<file path="src/rtl/pipelined_barrel_shifter.sv">
// Log2-staged barrel shifter/rotator with a valid/ready handshake.
// Stage s applies a 2^s shift when bit s of the amount is set; every stage holds together on stall.
module pipelined_barrel_shifter #(
    parameter int BW_DATA = 8,
    parameter int BW_CTRL = $clog2(BW_DATA)
) (
    input  logic               i_clk,
    input  logic               i_rst,
    input  logic               i_valid,
    output logic               o_ready,
    input  logic [BW_DATA-1:0] i_a,
    input  logic [BW_CTRL-1:0] i_k,
    input  logic               i_left,
    input  logic [1:0]         i_mode,
    output logic               o_valid,
    input  logic               i_ready,
    output logic [BW_DATA-1:0] o_y
);

    localparam logic [1:0] MODE_ROT = 2'b00;
    localparam logic [1:0] MODE_ASH = 2'b10;
    localparam logic [1:0] MODE_ONE = 2'b11;

    logic adv;

    assign adv     = !o_valid || i_ready;
    assign o_ready = adv;

    genvar s;
    generate
        for (s = 0; s < BW_CTRL; s++) begin : g_stage
            localparam int SH = 1 << s;
            localparam int KW = BW_CTRL - s;
            localparam logic [BW_DATA-1:0] LO_FILL = {BW_DATA{1'b1}} >> (BW_DATA - SH);
            localparam logic [BW_DATA-1:0] HI_FILL = ~({BW_DATA{1'b1}} >> SH);

            logic [BW_DATA-1:0] d_in;
            logic [BW_DATA-1:0] d_sh;
            logic [BW_DATA-1:0] d_q;
            logic               v_in;
            logic               v_q;
            logic               l_in;
            logic [1:0]         m_in;
            logic [KW-1:0]      k_in;
            logic               fill;

            if (s == 0) begin : g_src
                assign d_in = i_a;
                assign v_in = i_valid;
                assign l_in = i_left;
                assign m_in = i_mode;
                assign k_in = i_k;
            end else begin : g_src
                assign d_in = g_stage[s-1].d_q;
                assign v_in = g_stage[s-1].v_q;
                assign l_in = g_stage[s-1].g_ctl.l_q;
                assign m_in = g_stage[s-1].g_ctl.m_q;
                assign k_in = g_stage[s-1].g_ctl.k_q;
            end

            // Arithmetic right fill uses the current MSB: it still equals the operand sign.
            always_comb begin
                fill = (m_in == MODE_ONE) ||
                       ((m_in == MODE_ASH) && !l_in && d_in[BW_DATA-1]);
                d_sh = d_in;
                if (k_in[0]) begin
                    if (m_in == MODE_ROT) begin
                        d_sh = l_in ? ((d_in << SH) | (d_in >> (BW_DATA - SH)))
                                    : ((d_in >> SH) | (d_in << (BW_DATA - SH)));
                    end else begin
                        d_sh = l_in ? ((d_in << SH) | (fill ? LO_FILL : '0))
                                    : ((d_in >> SH) | (fill ? HI_FILL : '0));
                    end
                end
            end

            always_ff @(posedge i_clk) begin
                if (i_rst) begin
                    v_q <= 1'b0;
                end else if (adv) begin
                    v_q <= v_in;
                    d_q <= d_sh;
                end
            end

            // The last stage has no downstream consumer of the control bits.
            if (s < BW_CTRL - 1) begin : g_ctl
                logic          l_q;
                logic [1:0]    m_q;
                logic [KW-2:0] k_q;

                always_ff @(posedge i_clk) begin
                    if (adv) begin
                        l_q <= l_in;
                        m_q <= m_in;
                        k_q <= k_in[KW-1:1];
                    end
                end
            end
        end
    endgenerate

    assign o_valid = g_stage[BW_CTRL-1].v_q;
    assign o_y     = o_valid ? g_stage[BW_CTRL-1].d_q : '0;

endmodule
</file>
<file path="config.mk">
export PLATFORM = sky130hd
export DESIGN_NAME = pipelined_barrel_shifter
export DESIGN_NICKNAME = d
export VERILOG_FILES = /design/src/rtl/pipelined_barrel_shifter.sv
export SDC_FILE = /design/constraint.sdc
export NUM_CORES = 1
export LEC_CHECK = 0
export ABC_AREA = 0
export CORE_MARGIN = 10
export CORE_UTILIZATION = 34
export CTS_BUF_LIST = sky130_fd_sc_hd__clkbuf_4 sky130_fd_sc_hd__clkbuf_8 sky130_fd_sc_hd__clkbuf_16
export DETAILED_ROUTE_END_ITERATION = 10
export PLACE_DENSITY_LB_ADDON = 0.05
export SLEW_MARGIN = 5
export SYNTH_ARGS = -nofsm -noshare
export SYNTH_HDL_FRONTEND = slang
export SYNTH_SLANG_ARGS = --single-unit
</file>
<file path="constraint.sdc">
create_clock -name i_clk -period 2.7 [get_ports i_clk]
set_clock_uncertainty 0.15 [all_clocks]
set_input_delay 0.405 -clock i_clk [delete_from_list [all_inputs] [get_ports i_clk]]
set_output_delay 0.405 -clock i_clk [all_outputs]
set_load 0.02 [all_outputs]
</file>
==> flow_metrics.py, run 1 <==
metrics = {
    "status": {
        "outcome": "complete, no violations",
    },
    "synthesis": {
        "yosysSeqAreaShare_pct": 61.58,
        "syn_area_um2": 1707,
        "synth_top_area_cell": "edfxtp_1",
        "ys_top_cells_by_area": "edfxtp_1 (58%), mux2i_1 (7.0%), nor2_1 (6.6%)",
        "ys_warn_count": 0,
        "synth_nets": 172,
        "ys_seq_elements": 36,
        "synth_compound_area_share_pct": 13.34,
        "synthXorXnorAreaFrac_pct": 0,
        "synth_mux_area_share_pct": 7.038,
        "synthAdderAreaFrac_pct": 0,
        "syn_inst": 154,
        "netlist.area_leader.share_pct": 58.06,
        "yosys.area_share.simple_pct": 14.00,
        "synth_top_family_by_area": "simple AND/OR/NAND/NOR gates",
        "avgSynthCellArea_um2": 11.08,
        "ys_types": 23,
    },
    "hold_path": {
        "min_path_cells": 0,
        "hold_end": "g_stage[1].g_ctl.k_q",
        "hold_path_class": "reg2reg",
        "worstHoldStart": "g_stage[0].g_ctl.k_q[1]",
    },
    "setup_path": {
        "cp-end-kind": "output pin",
        "start_kind": "input port",
        "crit_required_ps": 2140,
        "arrival_ps": 1840,
        "reg2reg_from": "g_stage[0].g_ctl.l_q",
        "r2r_setup_slack_ps": 1160,
        "r2r-end": "g_stage[1].d_q[1]",
        "critPathMaxFanout": 5,
        "path_class": "in2out",
        "r2r_cells": 3,
    },
    "cts": {
        "cts_tree": "yes",
        "clkSinkCount": 36,
        "ctsHoldBuffers": 0,
        "cts_max_path_buffers": 2,
        "root_buffer": "clkbuf_8",
        "worstSkewPairLatency_ps": 290,
        "cts_resized": 0,
        "post_cts_buffers": 0,
        "htree_num_levels": 2,
        "cts.clk_slew.worst_paths_ps": 70,
        "cts_buffers": 5,
    },
    "die": {
        "fp.dieH_um": 90.85,
        "rows": 25,
        "die_w_um": 90.85,
        "initial_core_util_pct": 35.66,
        "design.core.area_um2": 4786,
        "dieArea_um2": 8254,
        "io_pins": 28,
    },
    "sta": {
        "fmax_mhz": 417.8,
        "drv_slew": 0,
        "finalSetupViolCount": 0,
        "setup_tns_ps": 0,
        "slew_headroom_pct": 66.02,
        "finalCritPeriodShare_pct": 88.65,
        "max_slew.worst_pin.slew_ps": 509.7,
        "hold_viol_final": 0,
        "rsz0062_at_grt": "false",
        "final.min_clock_period_ps": 2393,
    },
    "detailed_routing": {
        "avgRoutedWirePerCell_um": 13.18,
        "firstDrtPassIters": 4,
        "wirelength_um": 3307,
        "ant_nets": 0,
        "drt-initial-drc-count": 45,
        "drc": 0,
        "vias": 1207,
        "viasPerCell": 4.809,
    },
    "final_layout": {
        "fill_cells": 465,
        "fin_util_pct": 44.37,
        "area_growth_pct": 24.41,
        "multi_input_area_um2": 589.3,
        "register_area_um2": 1051,
        "n_antenna_cell": 0,
        "drive_gt1_share_pct": 5.978,
        "nNetsFinal": 201,
    },
    "grt": {
        "grt_pass1_wl_um": 5602,
        "grt-ovfl-total": 0,
        "grt_start_max_net_pins": 25,
        "grt_pass1_vias": 1270,
        "grt_antenna_before_repair": 0,
        "grt_usage_pct": 8.469,
    },
    "placement": {
        "portBuffers": 27,
        "place_hpwl_um": 2543,
        "gp_congestion": 0.9027,
    },
    "flow_run": {
        "cap_violations": 0,
    },
    "pwr": {
        "power_leakage_nw": 0.7843,
        "power_mw": 1.215,
        "powerDensity_nw_per_um2": 572.5,
        "peakVddDrop_mv": 0.1955,
    },
}
## cell usage after synthesis
| cell | number |
|---|---|
| a31oi_1 | 5 |
| mux2i_1 | 12 |
| o22ai_1 | 2 |
| buf_4 | 3 |
| a21oi_1 | 18 |
| o211ai_1 | 1 |
| edfxtp_1 | 33 |
| nor2_1 | 30 |
| nand2_1 | 10 |
| inv_1 | 7 |
| and2b_2 | 1 |
| o21bai_1 | 1 |
| nand2b_1 | 1 |
| a221oi_1 | 1 |
| and2_1 | 11 |
| o221ai_1 | 1 |
| a211oi_1 | 1 |
| dfxtp_1 | 3 |
| nand3_1 | 1 |
| a21boi_0 | 1 |
| o21ai_0 | 4 |
| o31a_1 | 3 |
| buf_2 | 4 |
## logic make-up after synthesis
group | Yosys count
AO/OA/AOI/OAI | 38
flip-flops | 36
AND/OR/NAND/NOR | 54
buffers and inverters | 14
multiplexers | 12
## through the flow
| stage | setup slack, ps | hold WS, ps | area [um^2] | std cells |
|---|---|---|---|---|
| 6_report | 306.5 | 275.5 | 2123 | 251 |
| 5_1_grt | 277.1 | 293.9 | 2123 | 251 |
| 4_1_cts | 288.8 | 278.2 | 2123 | 251 |
| 3_5_place_dp | 307.5 | 261.0 | 2036 | 243 |
| 3_3_place_gp | 296.8 | 259.6 | 2036 | 243 |
| 2_1_floorplan | 435.6 | 250.3 | 1707 | 154 |
## layout make-up
| type | count | share of cell area, % |
|---|---|---|
| clock buffers | 7 | 3.948 |
| clock inverters | 1 | 0.1768 |
| inverters | 7 | 1.237 |
| multi-input cells | 104 | 27.75 |
| flip-flops and latches | 36 | 49.50 |
| well taps | 67 | 3.948 |
| repair buffers | 29 | 13.44 |
## sequential cells by signal (all words and copies together) (netlist names)
register and cells:
g_stage.v_q 2, o_valid 1, g_stage.g_ctl.k_q 3, g_stage.d_q 24, g_stage.g_ctl.m_q 4, g_stage.g_ctl.l_q 2
## critical path: stages
cell	delay, ps
clkdlybuf4s50_1	460
and2b_2	270
inv_1	100
clkdlybuf4s50_1	610
## routing by layer
metal | up-vias | track usage [%] | part of all wire (%) | routed length, um
li1 | 611 | - | - | -
met1 | 554 | 7.877 | 40 | 1334
met2 | 33 | 14.72 | 50 | 1667
met3 | 9 | 4.156 | 6.4 | 212
met4 | 0 | 4.961 | 2.8 | 93
met5 | - | 0 | 0 | 0
## cell usage in the layout, fill, tap and decap left out, drive strengths merged
master         instances
o21ai                  4
o21bai                 1
inv                    7
clkbuf                 7
a31oi                  5
o22ai                  2
o31a                   3
and2                  11
o211ai                 1
nand2b                 1
a21oi                 18
clkdlybuf4s50         27
dfxtp                  3
a211oi                 1
edfxtp                33
mux2i                 12
nand2                 10
nand3                  1
a221oi                 1
a21boi                 1
nor2                  30
o221ai                 1
buf                    2
and2b                  1
clkinv                 1
## how the worst max path moves through the flow
| stage | from | slack [ps] | endpoint | cells past startpoint |
|---|---|---|---|---|
| after global routing | i_ready | 280 | o_ready | 4 |
| after CTS | i_ready | 290 | o_ready | 4 |
| final | i_ready | 310 | o_ready | 4 |
| after global placement | i_ready | 300 | o_ready | 4 |
| after floorplan | o_valid | 440 | g_stage[0].d_q[0] | 2 |
| after detailed placement | i_ready | 310 | o_ready | 4 |
## power breakdown
group          total (mW)  internal, mW  switching (mW)
clock               0.377         0.199           0.177
sequential          0.696         0.664          0.0326
combinational       0.143        0.0716          0.0711
total                1.22         0.935           0.281
(Power assumes the default switching activity.)
==> inputs of run 2 (changes only) <==
- CORE_MARGIN: 10 -> 5
==> run 2 against run 1 <==
Effect of this change:
- design area grew 0.47%
- clock-buffer cell count is 1 higher
- sequential power barely moved
- flip-flop and latch count did not move
- non-clock buffer count unchanged
==> flow_metrics.py, run 2 (synthesis gave the netlist of run 1 again) <==
metrics = {
    "final_layout": {
        "largest_reg_flops": 24,
        "final_cell_mix": "edfxtp_1 (33), nor2_1 (29), clkdlybuf4s50_1 (27)",
        "n_antenna_cell": 0,
        "layout_commonest_cell": "edfxtp_1",
        "fin_util_pct": 44.58,
        "top_register": "g_stage.d_q",
        "largestRegisters": "g_stage.d_q (24), g_stage.g_ctl.m_q (4), g_stage.g_ctl.k_q (3)",
        "register_area_um2": 1051,
        "drive_gt1_share_pct": 6.522,
        "fill_cells": 443,
        "multi_input_area_um2": 589.3,
        "nNetsFinal": 201,
        "final_cell_area_um2": 2133,
        "area_growth_pct": 25.00,
    },
    "detailed_routing": {
        "ant_nets": 0,
        "drc": 0,
        "viasPerCell": 4.685,
        "avgRoutedWirePerCell_um": 12.55,
        "wirelength_um": 3151,
        "firstDrtPassIters": 2,
        "drt-initial-drc-count": 27,
        "vias": 1176,
    },
    "setup_path": {
        "path_class": "in2out",
        "path_delay_family": "buffers and inverters",
        "arrival_ps": 1830,
        "start_kind": "input port",
        "cp_common_cell": "clkdlybuf4s50_1",
        "crit_required_ps": 2140,
        "critPathMaxFanout": 5,
        "cp-end-kind": "output pin",
        "cp_slowest_cell": "clkdlybuf4s50_1",
        "cpPeakStageDelay_ps": 620,
        "critPathBufInv": 3,
        "crit_chain": "clkdlybuf4s50_1 -> and2b_2 -> inv_1 -> clkdlybuf4s50_1",
    },
    "cts": {
        "cts.clk_slew.worst_paths_ps": 70,
        "cts_tree": "yes",
        "clkSinkCount": 36,
        "htree_num_levels": 2,
        "worstSkewPairLatency_ps": 270,
        "cts_buffers": 5,
        "cts_resized": 0,
        "ctsHoldBuffers": 0,
        "post_cts_buffers": 0,
        "cts_max_path_buffers": 2,
        "root_buffer": "clkbuf_8",
    },
    "sta": {
        "final.min_clock_period_ps": 2382,
        "slew_headroom_pct": 65.99,
        "drv_slew": 0,
        "rsz0062_at_grt": "false",
        "setup_ws_ps": 318.1,
        "setup_tns_ps": 0,
        "max_slew.worst_pin.slew_ps": 508.5,
        "finalCritPeriodShare_pct": 88.22,
        "hold_viol_final": 0,
        "holdWs_ps": 273.3,
        "finalSetupViolCount": 0,
        "fmax_mhz": 419.8,
    },
    "die": {
        "design.core.area_um2": 4786,
        "fp.dieH_um": 80.85,
        "dieArea_um2": 6537,
        "io_pins": 28,
        "rows": 25,
        "die_w_um": 80.85,
        "initial_core_util_pct": 35.66,
    },
    "pwr": {
        "peakVddDrop_mv": 0.1970,
        "power_leakage_nw": 0.7899,
        "powerDensity_nw_per_um2": 578.7,
    },
    "grt": {
        "grt_antenna_before_repair": 0,
        "grt-ovfl-total": 0,
        "grt_pass1_vias": 1284,
        "grt_usage_pct": 11.53,
        "grt_start_max_net_pins": 25,
        "grt_pass1_wl_um": 5733,
    },
    "hold_path": {
        "hold_path_class": "reg2reg",
    },
    "placement": {
        "place_hpwl_um": 2407,
        "dp_slack_ps": 319.8,
        "place_area_um2": 2036,
        "portBuffers": 27,
        "gp_congestion": 0.7640,
    },
    "flow_run": {
        "cap_violations": 0,
    },
    "status": {
        "outcome": "complete, no violations",
    },
}
run 2: layout make-up:
| cell class | count | area share [%] |
|---|---|---|
| inverters | 7 | 1.232 |
| flip-flops and latches | 36 | 49.27 |
| clock buffers | 8 | 4.575 |
| multi-input cells | 104 | 27.62 |
| well taps | 67 | 3.930 |
| repair buffers | 29 | 13.37 |
run 2: path summary, 6_finish.rpt:
| path | startpoint | to | slack [ps] | cells after the start |
|---|---|---|---|---|
| setup reg to reg | g_stage[0].g_ctl.l_q | g_stage[1].d_q[1] | 1080 | 3 |
| setup / recovery | i_ready | o_ready | 320 | 4 |
| hold / removal | g_stage[0].g_ctl.k_q[1] | g_stage[1].g_ctl.k_q | 270 | 0 |
| hold reg to reg | g_stage[0].g_ctl.k_q[1] | g_stage[1].g_ctl.k_q | 270 | 0 |
run 2: metrics by stage:
stage	cells	total power [mW]
floorplan	154	0.7899
global placement	243	0.8457
detailed placement	243	0.8522
CTS	251	1.258
global route	251	1.311
finish	251	1.235
run 2: report_power, final:
| group | leakage (nW) | internal (mW) | switching (mW) |
|---|---|---|---|
| clock | 0.0523 | 0.228 | 0.168 |
| combinational | 0.387 | 0.0716 | 0.0721 |
| sequential | 0.351 | 0.664 | 0.0317 |
| total | 0.790 | 0.963 | 0.271 |
run 2: routing by layer:
metal / GRT usage (%) / share of wire [%] / vias up / routed length, um
met2: 22.50 / 55 / 26 / 1736
met5: 0 / 0 / - / 0
li1: - / - / 608 / -
met4: 4.561 / 1.4 / 0 / 43
met3: 3.769 / 5.7 / 4 / 179
met1: 10.94 / 38 / 538 / 1191
==> inputs of run 3 (changes only) <==
- SLEW_MARGIN: 5 -> default
==> results of run 3 <==
Final layout, timing and power as in run 2 (identical DEF).
